[src/rtl/mca_sequencer_pkg.sv]
// Shared types and helpers for the multi-clock adder tree sequencer.
package mca_sequencer_pkg;

    typedef enum logic [1:0] {SEQ_FILL, SEQ_IDLE, SEQ_RUN, SEQ_CAPTURE} mca_seq_state_t;

    // Start pulse to valid tree result, in cycles.
    function automatic int mca_tree_latency(input int num_additions);
        return 2 * num_additions + 2;
    endfunction

endpackage

[src/rtl/mca_seq_window.sv]
// K-bit control-bit shift register with saturating fill count and frozen snapshot.
module mca_seq_window #(
    parameter int K = 256
) (
    input  logic         clk,
    input  logic         resetn,
    input  logic         shift_en,
    input  logic         bit_in,
    input  logic         capture,
    output logic         full,
    output logic [K-1:0] window
);
    localparam int FW = $clog2(K + 1);
    localparam logic [FW-1:0] FILL_MAX  = FW'(K);
    localparam logic [FW-1:0] FILL_LAST = FW'(K - 1);

    logic [K-1:0]  shreg;
    logic [K-1:0]  shreg_next;
    logic [FW-1:0] fill_cnt;

    assign shreg_next = shift_en ? {shreg[K-2:0], bit_in} : shreg;

    // Full counts the bit being shifted in this cycle, so the K-th bit can trigger.
    assign full = (fill_cnt == FILL_MAX) || (shift_en && (fill_cnt == FILL_LAST));

    always_ff @(posedge clk) begin
        if (!resetn) begin
            shreg    <= '0;
            fill_cnt <= '0;
            window   <= '0;
        end else begin
            shreg <= shreg_next;
            if (shift_en && (fill_cnt != FILL_MAX))
                fill_cnt <= fill_cnt + FW'(1);
            if (capture)
                window <= shreg_next;
        end
    end

endmodule

[src/rtl/mca_sequencer.sv]
// Sequencer for the multi-clock adder tree: windowing, OSR decimation,
// tree launch/latency tracking and a valid/ready result register.
module mca_sequencer
    import mca_sequencer_pkg::*;
#(
    parameter int K                 = 256,
    parameter int OSR               = 16,
    parameter int WIDTH_COEFFICIENT = 32,
    parameter int MCA_NUM_ADDITIONS = 16,
    parameter int TREE_LATENCY      = mca_tree_latency(MCA_NUM_ADDITIONS)
) (
    input  logic                         clk,
    input  logic                         resetn,
    input  logic                         s_valid,
    input  logic                         s_bit,
    output logic [K-1:0]                 s_window,
    output logic                         tree_start,
    input  logic [WIDTH_COEFFICIENT-1:0] tree_result,
    output logic [WIDTH_COEFFICIENT-1:0] sample_out,
    output logic                         sample_valid,
    input  logic                         sample_ready,
    output logic                         busy,
    output logic                         overrun,
    output logic                         overwrite,
    input  logic                         clear_flags
);
    localparam int DSW = $clog2(OSR);
    localparam int LW  = $clog2(TREE_LATENCY);
    localparam logic [DSW-1:0] DS_LAST  = DSW'(OSR - 1);
    localparam logic [LW-1:0]  LAT_LAST = LW'(TREE_LATENCY - 1);

    mca_seq_state_t state, state_next;
    logic [DSW-1:0] ds_cnt;
    logic [LW-1:0]  lat_cnt;
    logic           window_full;
    logic           trigger;
    logic           launch;
    logic           capture;
    logic           overrun_set;
    logic           overwrite_set;

    assign trigger       = s_valid && (ds_cnt == DS_LAST) && window_full;
    assign launch        = trigger && ((state == SEQ_FILL) || (state == SEQ_IDLE));
    assign capture       = (state == SEQ_CAPTURE);
    // The tree is still owned through CAPTURE, so a trigger there is lost too.
    assign overrun_set   = trigger && !launch;
    assign overwrite_set = capture && sample_valid && !sample_ready;

    mca_seq_window #(.K(K)) u_window (
        .clk      (clk),
        .resetn   (resetn),
        .shift_en (s_valid),
        .bit_in   (s_bit),
        .capture  (launch),
        .full     (window_full),
        .window   (s_window)
    );

    always_ff @(posedge clk) begin
        if (!resetn) state <= SEQ_FILL;
        else         state <= state_next;
    end

    always_comb begin
        state_next = state;
        unique case (state)
            SEQ_FILL: begin
                if (launch)           state_next = SEQ_RUN;
                else if (window_full) state_next = SEQ_IDLE;
            end
            SEQ_IDLE:    if (launch) state_next = SEQ_RUN;
            SEQ_RUN:     if (lat_cnt == LAT_LAST) state_next = SEQ_CAPTURE;
            SEQ_CAPTURE: state_next = SEQ_IDLE;
            default:     state_next = SEQ_FILL;
        endcase
    end

    // lat_cnt is zero only on the first RUN cycle, which makes the start pulse one cycle wide.
    always_comb begin
        busy       = 1'b0;
        tree_start = 1'b0;
        if (state == SEQ_RUN) begin
            busy       = 1'b1;
            tree_start = (lat_cnt == '0);
        end
    end

    always_ff @(posedge clk) begin
        if (!resetn) begin
            ds_cnt       <= '0;
            lat_cnt      <= '0;
            sample_out   <= '0;
            sample_valid <= 1'b0;
            overrun      <= 1'b0;
            overwrite    <= 1'b0;
        end else begin
            if (s_valid)
                ds_cnt <= (ds_cnt == DS_LAST) ? '0 : ds_cnt + DSW'(1);

            if (launch)
                lat_cnt <= '0;
            else if (state == SEQ_RUN)
                lat_cnt <= lat_cnt + LW'(1);

            // A capture always wins over a same-cycle handshake.
            if (capture) begin
                sample_out   <= tree_result;
                sample_valid <= 1'b1;
            end else if (sample_valid && sample_ready) begin
                sample_valid <= 1'b0;
            end

            if (overrun_set)      overrun <= 1'b1;
            else if (clear_flags) overrun <= 1'b0;

            if (overwrite_set)    overwrite <= 1'b1;
            else if (clear_flags) overwrite <= 1'b0;
        end
    end

endmodule

[config.mk]
export PLATFORM = sky130hd
export DESIGN_NAME = mca_sequencer
export DESIGN_NICKNAME = d
export VERILOG_FILES = /design/src/rtl/mca_sequencer_pkg.sv /design/src/rtl/mca_seq_window.sv /design/src/rtl/mca_sequencer.sv
export SDC_FILE = /design/constraint.sdc
export NUM_CORES = 1
export LEC_CHECK = 0
export ABC_AREA = 1
export BUFFER_PORTS_ARGS = -buffer_cell sky130_fd_sc_hd__buf_2
export CAP_MARGIN = 20
export CORE_AREA = 3 3 232 234
export CTS_BUF_LIST = sky130_fd_sc_hd__clkbuf_4 sky130_fd_sc_hd__clkbuf_8 sky130_fd_sc_hd__clkbuf_16
export DETAILED_ROUTE_END_ITERATION = 12
export DIE_AREA = 0 0 235 237
export GPL_TIMING_DRIVEN = 0
export PLACE_DENSITY = 0.69
export SYNTH_ARGS = -nofsm -noshare
export SYNTH_HDL_FRONTEND = slang
export SYNTH_HIERARCHICAL = 1
export SYNTH_SLANG_ARGS = --single-unit
[constraint.sdc]
create_clock -name clk -period 2.5 [get_ports clk]
set_input_delay 0.25 -clock clk [delete_from_list [all_inputs] [get_ports clk]]
set_output_delay 0.25 -clock clk [all_outputs]
set_load 0.01 [all_outputs]
* Yosys cells after proc, flatten, opt, wreduce, memory -nomap -nowiden
Cells that the tools add are included.
** Operators by class
- Multiplexer cells :: 14
- Add/subtract/negate cells :: 3
- Eq/ne operators :: 11
- Reductions and logical operators :: 20
- Bitwise gates (word level) :: 1
** Operators with widths (count)
- 256-bit two-way mux :: 1
- 9-bit by 1-bit adder with 9-bit output, second input constant :: 1
- 9-bit by 8-bit equality test with 1-bit output, second input constant :: 1
- 9-bit equality test, second input constant :: 1
- 1-bit logical AND :: 9
- 9-bit != test, second input constant :: 1
- 2-bit two-way mux :: 4
- 2-bit one-hot mux with 4 select lines :: 1
- 1-bit two-way mux :: 7
- 6-bit by 1-bit adder with 6-bit output, second input constant :: 1
- 6-bit equality test, second input constant :: 1
- 6-bit logical NOT :: 1
- 2-bit nonzero test :: 3
- 4-bit by 1-bit adder with 4-bit output, second input constant :: 1
- 2-bit equality test, second input constant :: 2
- 4-bit equality test, second input constant :: 1
- 4-bit two-way mux :: 1
- 2-bit != test, second input constant :: 2
- 3-bit != test, second input constant :: 1
- 3-bit AND reduction :: 1
- 2-bit by 1-bit equality test with 1-bit output, second input constant :: 1
- 1-bit logical NOT :: 2
- 2-bit logical NOT :: 1
- 1-bit logical OR :: 2
- other kinds (2) :: 2
** Storage, ports and cells
- Register bits :: 568
- Output and inout port bits :: 293
- Input port bits :: 38
- Logic and storage cells :: 59

* Logic depth before layout (Yosys ltp)
Gate-level depths: netlist of run 1.
- Depth after elaboration :: 8
- Gate-level depth with buffers :: 17
- Mapped depth without buffers :: 14

* Modules after synthesis
Netlist of run 1, hierarchy kept.
** By module, submodules not included
- mca_seq_window :: times used 1, area each 21272.9 µm², seq. area each 10430.0 µm², cells an instance 2805
- mca_sequencer :: times used 1, area each 1918.1 µm², seq. area each 940.9 µm², cells an instance 249

* Worst setup path after synthesis of run 1
No wires, ideal clock.
- Path type :: register -> register
- From :: reg u_window.fill_cnt[0]
- To :: reg u_window.window[235]
- Library setup time :: 115 ps
- Required time :: 2385 ps
- Arrival :: 2056 ps
- Cell stages (with the launch flop) :: 17
- Path slack :: 329 ps
- Period minus slack after synthesis :: 2171 ps
- Path buffers :: 3
- Path through :: dfxtp_1 ha_1 nand2_1 nor2_1 nand3_1 nor2_1 ha_1 nand2_1 nand2_1 nand3_2 inv_1 buf_2 inv_2 clkbuf_1 buf_2 o21ai_0 inv_1
** Between the ends
- Cells in the longest elaborated chain, start to end :: 5
- Elaborated cells between the ends (all ways) :: 6
- Classes of those cells :: eq/ne: 2; reduce/logical: 4
** RTL lines
- from (decl) :: RTL line mca_seq_window.sv:19 : logic [FW-1:0] fill_cnt;
- from (signal assigned) :: RTL line mca_seq_window.sv:34 : fill_cnt <= fill_cnt + FW'(1);
- 9-bit by 8-bit equality test with 1-bit output :: RTL line mca_seq_window.sv:24 : assign full = (fill_cnt == FILL_MAX) || (shift_en && (fill_cnt == FILL_LAST));
- 1-bit logical AND :: RTL line mca_seq_window.sv:24
- 1-bit logical OR (*) :: RTL line mca_seq_window.sv:24
- named net window_full :: RTL line mca_sequencer.sv:35 : logic window_full;
- 1-bit logical AND (*) :: RTL line mca_sequencer.sv:42 : assign trigger = s_valid && (ds_cnt == DS_LAST) && window_full;
- 1-bit logical AND (*) :: RTL line mca_sequencer.sv:43 : assign launch = trigger && ((state == SEQ_FILL) || (state == SEQ_IDLE));
- named net launch :: RTL line mca_sequencer.sv:37 : logic launch;
- to (signal assigned) :: RTL line mca_seq_window.sv:36 : window <= shreg_next;
- to (decl) :: RTL line mca_seq_window.sv:11 : output logic [K-1:0] window
Mark *: on every way through the listed nets, which the timed path passes. The rest lies on a longest branch.
A chain may end at the register's enable or synchronous reset.

* Final worst setup path of run 1
- From :: in s_valid
- To :: reg u_window.window[240]
** Between the ends
- Cells in the longest elaborated chain, start to end :: 4
- Elaborated cells between the ends (all ways) :: 6
- Classes of those cells :: mux: 1; reduce/logical: 5
** RTL lines
- from (decl) :: RTL line mca_sequencer.sv:14 : input logic s_valid,
- 1-bit logical AND :: RTL line mca_seq_window.sv:24
- 1-bit logical OR :: RTL line mca_seq_window.sv:24
- named net window_full :: RTL line mca_sequencer.sv:35
- 1-bit logical AND :: RTL line mca_sequencer.sv:42
- 1-bit logical AND :: RTL line mca_sequencer.sv:43
- named net launch :: RTL line mca_sequencer.sv:37
The timed path passes the listed nets, and every way through them passes these cells.

==> results.yml, run 1 <==
outcome:
  status: "finished clean"
detailed_routing:
  drc: 0
  wl_per_cell_um: 13.25
  detail_route.vias_per_cell: 4.551
  wirelength_mm: 56.06
  drtPass1Iterations: 5
  drtAntennaViolNets: 0
  drt_iter0_markers: 968
  via_count: 19250
die:
  ios: 331
  die_y_um: 237
  start_util_pct: 44.40
  num_rows: 84
  fp.dieW_um: 235
  die-area_sq_mm: 0.05570
  core_area_sq_mm: 0.05224
global_route:
  grt_max_degree: 20
  grt_overflow: 0
  track_usage_pct: 19.54
  antenna_found_initial: 0
  grt_pass1_vias: 18050
  grt_first_pass_wirelength_mm: 90.68
worst_setup_path:
  path_class: "in2reg"
  required_ns: 3.00
  r2r-start: "u_window/fill_cnt[0]"
  timing.critical_path.cells: "dlygate4sd3_1 -> buf_2 -> buf_4 -> buf_2 -> buf_2 -> nand2_1 -> nand2_2 -> nand3_2 -> inv_2 -> buf_12 -> inv_12 -> buf_8 -> buf_4 -> o21ai_0 -> inv_1"
  r2r_setup_slack_ns: 0.17
  r2r-end: "u_window/window[240]"
  path_buf_inv: 11
  cp_max_fo: 11
  critical-path-max-stage-delay_ns: 0.52
  startpoint_type: "input pin"
  critPathArrivalTime_ns: 2.87
  crit_family: "buffers and inverters"
  cp-end-kind: "flop"
  r2r_cells: 16
  cp_slowest_cell: "dlygate4sd3_1"
  crit_top_cell: "buf_2"
hold_path:
  whs_path_depth: 3
  holdPathEnd: "sample_out[10]"
  hp-class: "in2reg"
  worstHoldStart: "resetn"
power_and_ir_drop:
  pwr_density_cell_mw_per_mm2: 720.7
  max-vdd-ir-drop_mv: 0.6604
  total_power_mw: 20.61
  leakage_nw: 15.22
final_layout:
  stdcell_area_sq_mm: 0.02859
  fill_cells: 4886
  drive_gt1_share_pct: 17.32
  layout_commonest_cell: "nor2_1"
  final_cell_mix: "nor2_1 (855), dfxtp_1 (566), inv_1 (539)"
  multiInputGateArea_sq_mm: 0.008848
  fin_cells: 4229
  ff_latch_area_sq_mm: 0.01138
  nNetsFinal: 3541
  final_core_util_pct: 54.74
  area_delta_synth_final_pct: 23.29
cts:
  cts.path.max_buffers: 3
  tritoncts: "done"
  cts_max_level: 2
  cts_buffers: 60
  cts.clk_slew.worst_paths_ns: 0.06
  clock_latency_ns: 0.61
  cts_root_buffer: "clkbuf_16"
  cts_sinks: 568
timing:
  max_freq_mhz: 421.6
  worst_slack_ns: 0.1280
  hold_slack_ns: 0.06999
  post-route-period-util_pct: 94.88
  clock_skew_ns: 0.01927
  timing.setup.tns_ns: 0
  setup-violations-final: 0
  max-slew-margin-rel_pct: 59.94
  rsz0062_at_grt: "yes"
  max_slew.worst_pin.slew_ns: 0.6009
  finalHoldViolCount: 0
  final_max_slew_viol_count: 0
  min_period_ns: 2.372
place:
  place.gp.congestion: 0.7907
  dp.final_hpwl_mm: 38.41
  post-place-ws_ns: -0.7951
  port_buffers: 329
  dp_cells: 4071
  dpl_cell_area_sq_mm: 0.02570
synth:
  synth_top_cell_area_share_pct: 49.03
  synth-seq-cells: 568
  synthFlopType: "dfxtp_1"
  syn_inst: 3054
  syn_area_sq_mm: 0.02319
  yosys-top-cells-area: "dfxtp_1 (49%), nor2_1 (14%), inv_1 (8.7%)"
  ys_seq_area_share_pct: 49.03
  async_flop_share_pct: 0
  avgSynthCellArea_sq_um: 7.594
  synth.net_count: 3104
  synth.distinct_cells: 31
  yosysTopAreaCell: "dfxtp_1"
  synth_edf_count: 0
  yosys_warnings: 6
job:
  drv_cap: 0
[power breakdown]
part	internal [mW]	switching, mW
combinational	0.778	1.02
sequential	9.42	0.170
clock	5.65	3.57
total	15.8	4.76
[worst max-delay path by stage]
stage	end	from	cells past startpoint	slack, ns
final	u_window/window[240]	s_valid	15	0.13
after floorplan	u_window/window[235]	u_window/fill_cnt[0]	16	0.33
after global routing	u_window/window[106]	u_window/fill_cnt[1]	17	-0.003
after CTS	u_window/window[237]	u_window/fill_cnt[1]	16	0.003
after detailed placement	u_window/window[133]	s_valid	14	-0.80
after global placement	u_window/window[138]	s_valid	14	-0.78
[worst register-to-register path: stages (launching register included)]
cell and delay, ns:
dfxtp_4 0.37, ha_4 0.13, nand2_1 0.07, nor2_2 0.11, nand3_1 0.08, nor2_1 0.13
ha_1 0.15, nand2_1 0.06, nand2_2 0.10, nand3_2 0.11, inv_2 0.09, buf_12 0.17
inv_12 0.09, buf_8 0.16, buf_4 0.18, o21ai_0 0.17, inv_1 0.05
[area by class of cell]
type	instances	share of cell area, %
buffer	181	4.345
clock inverter	11	0.5820
clock buffer	100	6.757
multi-input combinational	1761	30.95
antenna	1	0.008752
tap	688	3.011
sequential	568	39.79
timing repair buffer	376	7.391
inverter	543	7.172
[logic make-up after synthesis]
family / after synthesis / synth area share, %
XOR/XNOR: 5 / 0.1889
AND/OR/NAND/NOR: 1182 / 22.15
buffers and inverters: 725 / 13.08
flip-flops: 568 / 49.03
adder cells (fa/ha/maj): 12 / 0.6474
AO/OA/AOI/OAI: 562 / 14.90
[registers in the layout, summed over array words and instances (netlist names)]
name / cells
lat_cnt: 6
overwrite: 1
ds_cnt: 4
sample_valid: 1
u_window/fill_cnt: 9
state: 2
u_window/shreg: 256
overrun: 1
u_window/window: 256
sample_out: 32
[per-layer routing]
layer  GRT usage [%]  routed length (um)  up-vias
met5               0                   0        -
met3           5.264                3607       84
met2           32.00               25810      362
met4           5.157                1073        0
met1           25.55               25570     8660
li1                -                   -    10140
[synthesized netlist by cell type (4+ instances only)]
cell type,n
ha_1,12
nand2_1,46
clkbuf_1,61
nor3_1,4
buf_2,80
or2_2,26
a21oi_1,12
dfxtp_1,568
buf_1,10
buf_6,27
o21a_1,253
or2_0,51
o21ai_0,62
inv_1,540
or2_1,179
o21ai_1,231
nand3_1,11
nor2_1,856
[repair_timing]
item                                   CTS  global route
buffers inserted                         1             1
gates resized for setup                 29           115
hold buffers                            44             0
pin swaps                                1             1
setup endpoints to repair              256           256
cloned                                   0             1
endpoints found under the hold margin   50             0
No activity file was read; power rests on OpenSTA's default activity.
==> inputs of run 2 (changes only) <==
CTS_CLUSTER_DIAMETER = 50   (was default)
GPL_TIMING_DRIVEN = default   (was 0)
==> run 2 against run 1 <==
  * Global-route usage is 1.7 points lower
  * Hold slack better by 0.040 ns
  * Power decreased by 0.36%
  * Non-clock buffer count down 135
  * Final area shrank 1.6%
  * Highest routed layer unchanged
  * Clock power is essentially flat
  * Largest cell class unchanged
  * Register-to-register slack improved by 0.07 ns
  * Flip-flop and latch count unchanged
  * Count of clock-buffer cells in the layout down 10
  * Maximum frequency grew 5.2%
==> results.yml, run 2 (synthesis results as in run 1) <==
outcome:
  status: "finished clean"
global_route:
  grt_max_degree: 140
  grt_pass1_vias: 17080
  antenna_found_initial: 0
  grt_overflow: 0
  track_usage_pct: 17.88
  grt_first_pass_wirelength_mm: 85.29
cts:
  cts.clk_slew.worst_paths_ns: 0.06
  cts_root_buffer: "clkbuf_16"
  cts_buffers: 61
  clock_latency_ns: 0.60
  cts_sinks: 568
  tritoncts: "done"
  cts.path.max_buffers: 3
  cts_max_level: 2
worst_setup_path:
  r2r-start: "u_window/fill_cnt[1]"
  cp_max_fo: 26
  critPathArrivalTime_ns: 2.80
  cp_slowest_cell: "dfxtp_1"
  crit_family: "simple AND/OR/NAND/NOR gates"
  critical-path-max-stage-delay_ns: 0.37
  crit_start: "u_window/fill_cnt[1]"
  timing.critical_path.cells: "ha_2 -> nand2_1 -> nor2_2 -> nand3_1 -> nor2_1 -> ha_1 -> nand2_1 -> nand2_2 -> nand3_4 -> inv_8 -> buf_16 -> clkbuf_16 -> nor2_1 -> nor2_1 -> o21ai_1 -> inv_1"
  startpoint_type: "flop"
  cp-end-kind: "flop"
  crit_top_cell: "nor2_1"
  required_ns: 3.05
  path_buf_inv: 4
  path_class: "reg2reg"
final_layout:
  nNetsFinal: 3407
  layout_commonest_cell: "nor2_1"
  area_delta_synth_final_pct: 21.35
  fin_cells: 4092
  reg_top3: "u_window/shreg x256, u_window/window x256, sample_out x32"
  stdcell_area_sq_mm: 0.02814
  final_cell_mix: "nor2_1 (855), dfxtp_1 (567), inv_1 (539)"
  drive_gt1_share_pct: 15.75
  diodes: 0
timing:
  setup-violations-final: 0
  final_max_slew_viol_count: 0
  timing.setup.tns_ns: 0
  post-route-period-util_pct: 90.23
  finalHoldViolCount: 0
  clock_skew_ns: 0.02685
  max_slew.worst_pin.slew_ns: 0.7380
  max_freq_mhz: 443.3
  min_period_ns: 2.256
  max-slew-margin-rel_pct: 50.80
  rsz0062_at_grt: "no"
place:
  dp.final_hpwl_mm: 32.57
  place.gp.congestion: 0.7740
  dpl_cell_area_sq_mm: 0.02538
  dp_cells: 3936
  port_buffers: 330
detailed_routing:
  drtPass1Iterations: 5
  detail_route.vias_per_cell: 4.597
  wl_met2_mm: 24.26
  route.met3.wl_mm: 2.833
  top_layer_used: "met4"
  wl_met1_mm: 24.81
  drc: 0
  drtAntennaViolNets: 0
  wl_per_cell_um: 12.91
  via_count: 18810
  wirelength_mm: 52.85
  drt_iter0_markers: 1095
job:
  drv_cap: 0
hold_path:
  worstHoldStart: "s_bit"
  hp-class: "in2reg"
die:
  ios: 331
  fp.dieW_um: 235
  die_y_um: 237
  start_util_pct: 44.40
  core_area_sq_mm: 0.05224
  num_rows: 84
  die-area_sq_mm: 0.05570
power_and_ir_drop:
  leakage_nw: 14.91
  pwr_density_cell_mw_per_mm2: 729.5
  max-vdd-ir-drop_mv: 0.6455
run 2: cell count changes in the layout (fill, tap and decap cells not counted), moves of 9 or more:
cell / previous run / this run
buf_6: 47 / 0
buf_12: 3 / 16
clkbuf_16: 62 / 71
clkbuf_1: 57 / 0
o21ai_2: 12 / 0
buf_2: 368 / 329
dlygate4sd3_1: 44 / 35
run 2: layout make-up:
cell class,instances,area [sq um]
clock buffers,90,1867
well taps,688,860.8
flip-flops and latches,568,11370
multi-input cells,1761,8801
clock inverters,20,244.0
repair buffers,422,2928
inverters,543,2071
fillers,4857,24090
run 2: timing repair:
action	CTS	global route
setup endpoints to repair	0	228
hold buffers	35	0
resized for setup	0	16
setup buffers	0	3
endpoints found under the hold margin	38	0
run 2: path summary, 6_finish.rpt:
kind / endpoint / slack [ns] / cells after the start
worst max-delay path: u_window/window[101] / 0.24 / 16
worst min-delay path: u_window/shreg[0] / 0.11 / 3
worst max register to register: u_window/window[101] / 0.24 / 16
worst min register to register: overrun / 0.47 / 2
run 2: power by group:
part	internal (mW)	leakage, nW	switching [mW]	total (mW)
clock network	5.66	1.06	3.59	9.25
registers	9.42	4.63	0.171	9.59
logic	0.722	9.22	0.972	1.69
run 2: tightest hold or removal path: stages:
cell	delay [ns]
buf_2	0.08
o21ai_0	0.21
nor2_1	0.14
run 2: per-stage QoR:
step	setup slack [ns]	hold WS (ns)	util [%]	power [mW]
after global routing	0.02883	0.09692	53.88	21.44
after detailed placement	0.1600	0.4564	48.58	11.42
after global placement	0.2521	0.4513	48.58	11.40
after CTS	0.08528	0.08033	53.30	20.77
after floorplan	0.3287	0.3849	-	11.03
final	0.2442	0.1104	53.88	20.53
run 2: per-layer routing:
| metal | vias up | global-route usage, % |
|---|---|---|
| li1 | 9845 | - |
| met1 | 8562 | 24.23 |
| met2 | 331 | 29.14 |
| met3 | 74 | 3.878 |
| met4 | 0 | 4.452 |
| met5 | - | 0 |
